<file path="src/rtl/rr_sel_arbiter.sv">
// rr_sel_arbiter
//   Round-robin selector controller that drives the 2-bit select of a
//   downstream 4-to-1 nibble mux. A grant is held while its owner streams
//   beats; a per-grant beat limit (HOLD) forces rotation so no source can
//   starve the others. A valid/ready pair lets the consumer stall selection.
//
// Ports
//   clk        system clock, rising edge
//   rstn       asynchronous active-low reset
//   req[3:0]   request per source; bit i corresponds to sel value i
//   out_ready  downstream accepts the current mux output this cycle
//   sel[1:0]   registered mux select
//   gnt[3:0]   registered one-hot grant (1 << sel while out_valid, else 0)
//   out_valid  the mux output selected by sel is valid
//   last       combinational; the current beat, if accepted, ends the grant
module rr_sel_arbiter #(
  parameter int HOLD = 4
) (
  input  logic       clk,
  input  logic       rstn,
  input  logic [3:0] req,
  input  logic       out_ready,
  output logic [1:0] sel,
  output logic [3:0] gnt,
  output logic       out_valid,
  output logic       last
);

  typedef enum logic {IDLE, GRANT} state_t;

  localparam logic [4:0] CNT_MAX = 5'(HOLD - 1);

  state_t     state, state_nxt;
  logic [1:0] ptr, ptr_nxt;
  logic [1:0] sel_nxt;
  logic [4:0] cnt, cnt_nxt;
  logic       valid_nxt;
  logic [3:0] gnt_nxt;

  logic       accept;
  logic       own_req;
  logic       at_max;
  logic       release_grant;
  logic [1:0] sel_inc;

  // First requesting index scanning start, start+1, ... modulo 4. The loop
  // walks from the farthest offset down so the nearest hit is kept.
  function automatic logic [1:0] pick(input logic [3:0] mask,
                                      input logic [1:0] start);
    logic [1:0] idx;
    pick = start;
    for (int k = 3; k >= 0; k--) begin
      idx = start + 2'(k);
      if (mask[idx]) pick = idx;
    end
  endfunction

  assign accept  = out_valid & out_ready;
  assign own_req = req[sel];
  assign at_max  = (cnt == CNT_MAX);
  assign sel_inc = sel + 2'd1;

  // Completion (accept & ~own_req) and withdrawal (~accept & ~own_req)
  // together reduce to ~own_req; forced release needs an accepted last beat.
  assign release_grant = ~own_req | (accept & at_max);

  assign last = out_valid & (~own_req | at_max);

  always_comb begin
    state_nxt = state;
    sel_nxt   = sel;
    ptr_nxt   = ptr;
    cnt_nxt   = cnt;
    valid_nxt = out_valid;
    case (state)
      IDLE: begin
        if (|req) begin
          sel_nxt   = pick(req, ptr);
          cnt_nxt   = 5'd0;
          valid_nxt = 1'b1;
          state_nxt = GRANT;
        end
      end
      GRANT: begin
        if (release_grant) begin
          // Re-arbitrate immediately from the advanced pointer so there is
          // no bubble between consecutive grants.
          ptr_nxt = sel_inc;
          cnt_nxt = 5'd0;
          if (|req) begin
            sel_nxt   = pick(req, sel_inc);
            valid_nxt = 1'b1;
          end else begin
            valid_nxt = 1'b0;
            state_nxt = IDLE;
          end
        end else if (accept && !at_max) begin
          cnt_nxt = cnt + 5'd1;
        end
      end
      default: begin
        state_nxt = IDLE;
        valid_nxt = 1'b0;
      end
    endcase
    gnt_nxt = valid_nxt ? (4'b0001 << sel_nxt) : 4'b0000;
  end

  always_ff @(posedge clk or negedge rstn) begin
    if (!rstn) begin
      state     <= IDLE;
      sel       <= 2'd0;
      ptr       <= 2'd0;
      cnt       <= 5'd0;
      out_valid <= 1'b0;
      gnt       <= 4'b0000;
    end else begin
      state     <= state_nxt;
      sel       <= sel_nxt;
      ptr       <= ptr_nxt;
      cnt       <= cnt_nxt;
      out_valid <= valid_nxt;
      gnt       <= gnt_nxt;
    end
  end

endmodule

</file>
<file path="config.mk">
export PLATFORM = sky130hd
export DESIGN_NAME = rr_sel_arbiter
export DESIGN_NICKNAME = d
export VERILOG_FILES = /design/src/rtl/rr_sel_arbiter.sv
export SDC_FILE = /design/constraint.sdc
export NUM_CORES = 1
export LEC_CHECK = 0
export ABC_AREA = 1
export CORE_MARGIN = 3
export CORE_UTILIZATION = 35
export DETAILED_ROUTE_END_ITERATION = 7
export GPL_TIMING_DRIVEN = 0
export PLACE_DENSITY_LB_ADDON = 0.3
export SYNTH_ARGS = -nofsm -noshare
export SYNTH_HDL_FRONTEND = slang
export SYNTH_SLANG_ARGS = --single-unit
</file>
<file path="constraint.sdc">
create_clock -name clk -period 1.5 [get_ports clk]
set_clock_uncertainty 0.05 [all_clocks]
set_input_delay 0.3 -clock clk [delete_from_list [all_inputs] [get_ports clk]]
set_output_delay 0.3 -clock clk [all_outputs]
set_load 0.01 [all_outputs]
</file>
==> results.yml <==
outcome:
  status: "finished, violations left"
  violations: "setup timing"
place:
  pre_cts_slack_ns: -0.6864
  gp_congestion: 0.8538
  dp_hpwl_um: 1809
  placed_cell_area_um2: 1297
  port_buffers: 14
sta:
  max_clock_freq_mhz: 570.1
  rsz0062_at_grt: "yes"
  fin_tns_setup_ns: -2.125
  drv_slew: 0
  slew_headroom: 0.5615
  hold_viol: 0
  fin_ws_ns: -0.2540
  setup_viol: 12
  fin_crit_sh: 1.169
  worstMarginPinSlew_ns: 0.6557
  period_needed_ns: 1.754
synthesis:
  synth_cell_types: 20
  synth_seq_cells: 15
  syn_area_per_cell_um2: 6.277
  synthMostInstantiatedCell: "nand2_1"
  synth_edf_count: 0
  ys_seq_area_frac: 0.3398
  synthFlopType: "dfrtp_1"
  yosysTopAreaCellShare: 0.3398
  synth-async-reset-ratio: 1.000
  synth_area_leader_cell: "dfrtp_1"
  yosysWarnings: 0
  syn_inst: 176
  syn-cell-area_um2: 1105
  synth_area_leaders: "dfrtp_1, nand2_1, nand3_1"
  synth_fp_nets: 184
  synth_common_cells: "nand2_1, inv_1, nand3_1"
critical_path:
  crit_chain: "buf_6 -> nand2_4 -> o21ai_4 -> buf_4 -> buf_6 -> nand2_4 -> nand2_4 -> inv_2 -> nand2_2 -> nand2_2 -> nand2_1 -> nand2_1 -> nand3_2 -> nand2_2 -> nand2_2 -> nor2_2"
  rr_startpoint: "sel[0]$_DFF_PN0_"
  cp_common_cell: "nand2_2"
  r2r_end: "gnt[3]$_DFF_PN0_"
  cp.arrival_ns: 1.92
  path_class: "flop to flop"
  critPathLaunchType: "flop"
  worstPathMaxFanout: 6
  cp_top_family: "simple AND/OR/NAND/NOR gates"
  rrSetupSlack_ns: -0.25
  cp_slowest_stage_delay_ns: 0.42
  path_buf_inv: 4
  cpMaxStageDelayCell: "dfrtp_1"
  crit_path_end_kind: "flop"
  reg2reg_depth: 16
  required_ns: 1.67
route:
  drt_first_pass_iters: 4
  drt.antenna.violating_nets: 0
  viasPerCell: 4.544
  routedWlPerCell_um: 10.50
  via_count: 1136
  drt_iter0_drc: 33
  drc: 0
  finalWirelength_um: 2626
finish:
  fill_cells: 299
  synthToLayoutAreaGrowth_pct: 39.30
  n_antenna_cell: 0
  drive_above_1_share: 0.3365
  fin_nets: 217
  fin_util: 0.5350
  design_area_um2: 1539
die:
  die_w_um: 62.19
  start_util: 0.3841
  io_pins: 15
  die-area_um2: 3867
  rows: 19
  core_region_area_um2: 2877
  die_h_um: 62.19
clock_network:
  clockRootBuffer: "clkbuf_4"
  htreeDepth: 1
  cts_sinks: 15
  numCtsBuffers: 3
  path_clk_slew_ns: 0.08
  tritoncts: "yes"
  cts.path.max_buffers: 2
  postCtsHoldBufs: 0
  clk_latency_ns: 0.28
global_route:
  grt_overflow: 0
  antenna_found_initial: 0
  grt_pass1_vias: 1006
  grt_use_total: 0.1368
  grt_first_pass_wirelength_um: 4367
  grt_max_degree: 16
pwr:
  ir_drop_v: 0.001122
  power_w: 0.003438
  leakagePower_nw: 0.8562
  power.density_nw_per_um2: 2234
worst_hold_path:
  hold_class: "input port to asynchronous set/reset pin"
flow_run:
  maxCapViolCount: 0
## cells by family (layout without fill, tap and decap cells)
| kind of cell | after synthesis | after routing | share of synthesized area |
|---|---|---|---|
| AO/OA/AOI/OAI | 9 | 9 | 0.04756 |
| XOR/XNOR | 1 | 1 | 0.007929 |
| multiplexers | 1 | 1 | 0.009060 |
| buffers and inverters | 25 | 57 | 0.09853 |
| adder cells (fa/ha/maj) | 1 | 1 | 0.01132 |
| AND/OR/NAND/NOR | 124 | 124 | 0.4858 |
| flip-flops | 15 | 15 | 0.3398 |
## registers in the layout (all words and copies together) (netlist names)
register and flops:
cnt 5, gnt 4, out_valid 1, ptr 2, sel 2, state 1
## metal layers
| layer | share of wire | up-vias | track usage |
|---|---|---|---|
| li1 | - | 612 | - |
| met1 | 0.50 | 505 | 0.1906 |
| met2 | 0.45 | 15 | 0.2097 |
| met3 | 0.029 | 4 | 0.02162 |
| met4 | 0.013 | 0 | 0.05801 |
| met5 | 0 | - | 0 |
## per-stage QoR
stage | hold slack (ns) | cells
after floorplan | -0.04559 | 176
after global placement | 0.4448 | 232
after detailed placement | 0.4506 | 232
after CTS | 0.3882 | 246
after global routing | 0.4084 | 250
final | 0.3664 | 250
## area by class of cell
class                      instances  area [µm²]  area share
sequential                        15       376.6      0.2447
timing repair buffer              28       237.7      0.1545
inverter                          23       88.84     0.05772
buffer                             2       22.52     0.01463
tap                               42       52.55     0.03415
multi-input combinational        136       734.5      0.4772
clock buffer                       4       26.28     0.01707
## power by group
| group | switching [W] | internal, W |
|---|---|---|
| clock | 0.000119 | 0.000103 |
| sequential | 0.000137 | 0.000544 |
| combinational | 0.00148 | 0.00105 |
| total | 0.00174 | 0.00170 |
## placed cells by master, fill, tap and decap left out, types with 2 or more instances in the layout
cell / synthesis / routed
o21ai_0: 5 / 4
nor2_1: 15 / 9
dfrtp_1: 15 / 14
nand2_1: 75 / 62
buf_4: 0 / 12
dlymetal6s2s_1: 0 / 2
o21ai_2: 2 / 2
nand2_4: 0 / 6
nand3_1: 18 / 16
clkdlybuf4s50_1: 0 / 2
nand2_2: 8 / 15
dlygate4sd2_1: 0 / 8
buf_6: 2 / 4
nand3_2: 1 / 3
nand4_1: 4 / 4
clkbuf_4: 0 / 3
inv_2: 2 / 11
inv_1: 21 / 11
nor2_2: 0 / 6
## worst max path at each step
stage                           from               end  slack (ns)  depth (start not counted)
finish              sel[0]$_DFF_PN0_  gnt[3]$_DFF_PN0_       -0.25                         16
global route        sel[0]$_DFF_PN0_  gnt[1]$_DFF_PN0_       -0.37                         15
CTS                 sel[0]$_DFF_PN0_              last       -0.25                          8
detailed placement            req[3]              last       -0.69                          9
global placement              req[3]              last       -0.68                          9
floorplan           sel[0]$_DFF_PN0_  gnt[3]$_DFF_PN0_       -0.03                         13
## what timing repair did
| action | CTS | global route |
|---|---|---|
| endpoints found under the setup margin | 19 | 16 |
| gates cloned | 0 | 0 |
| buffers inserted | 11 | 4 |
| pin swaps | 11 | 11 |
| gates resized for setup | 38 | 24 |
Note: power is estimated with default switching activity, not from simulation.
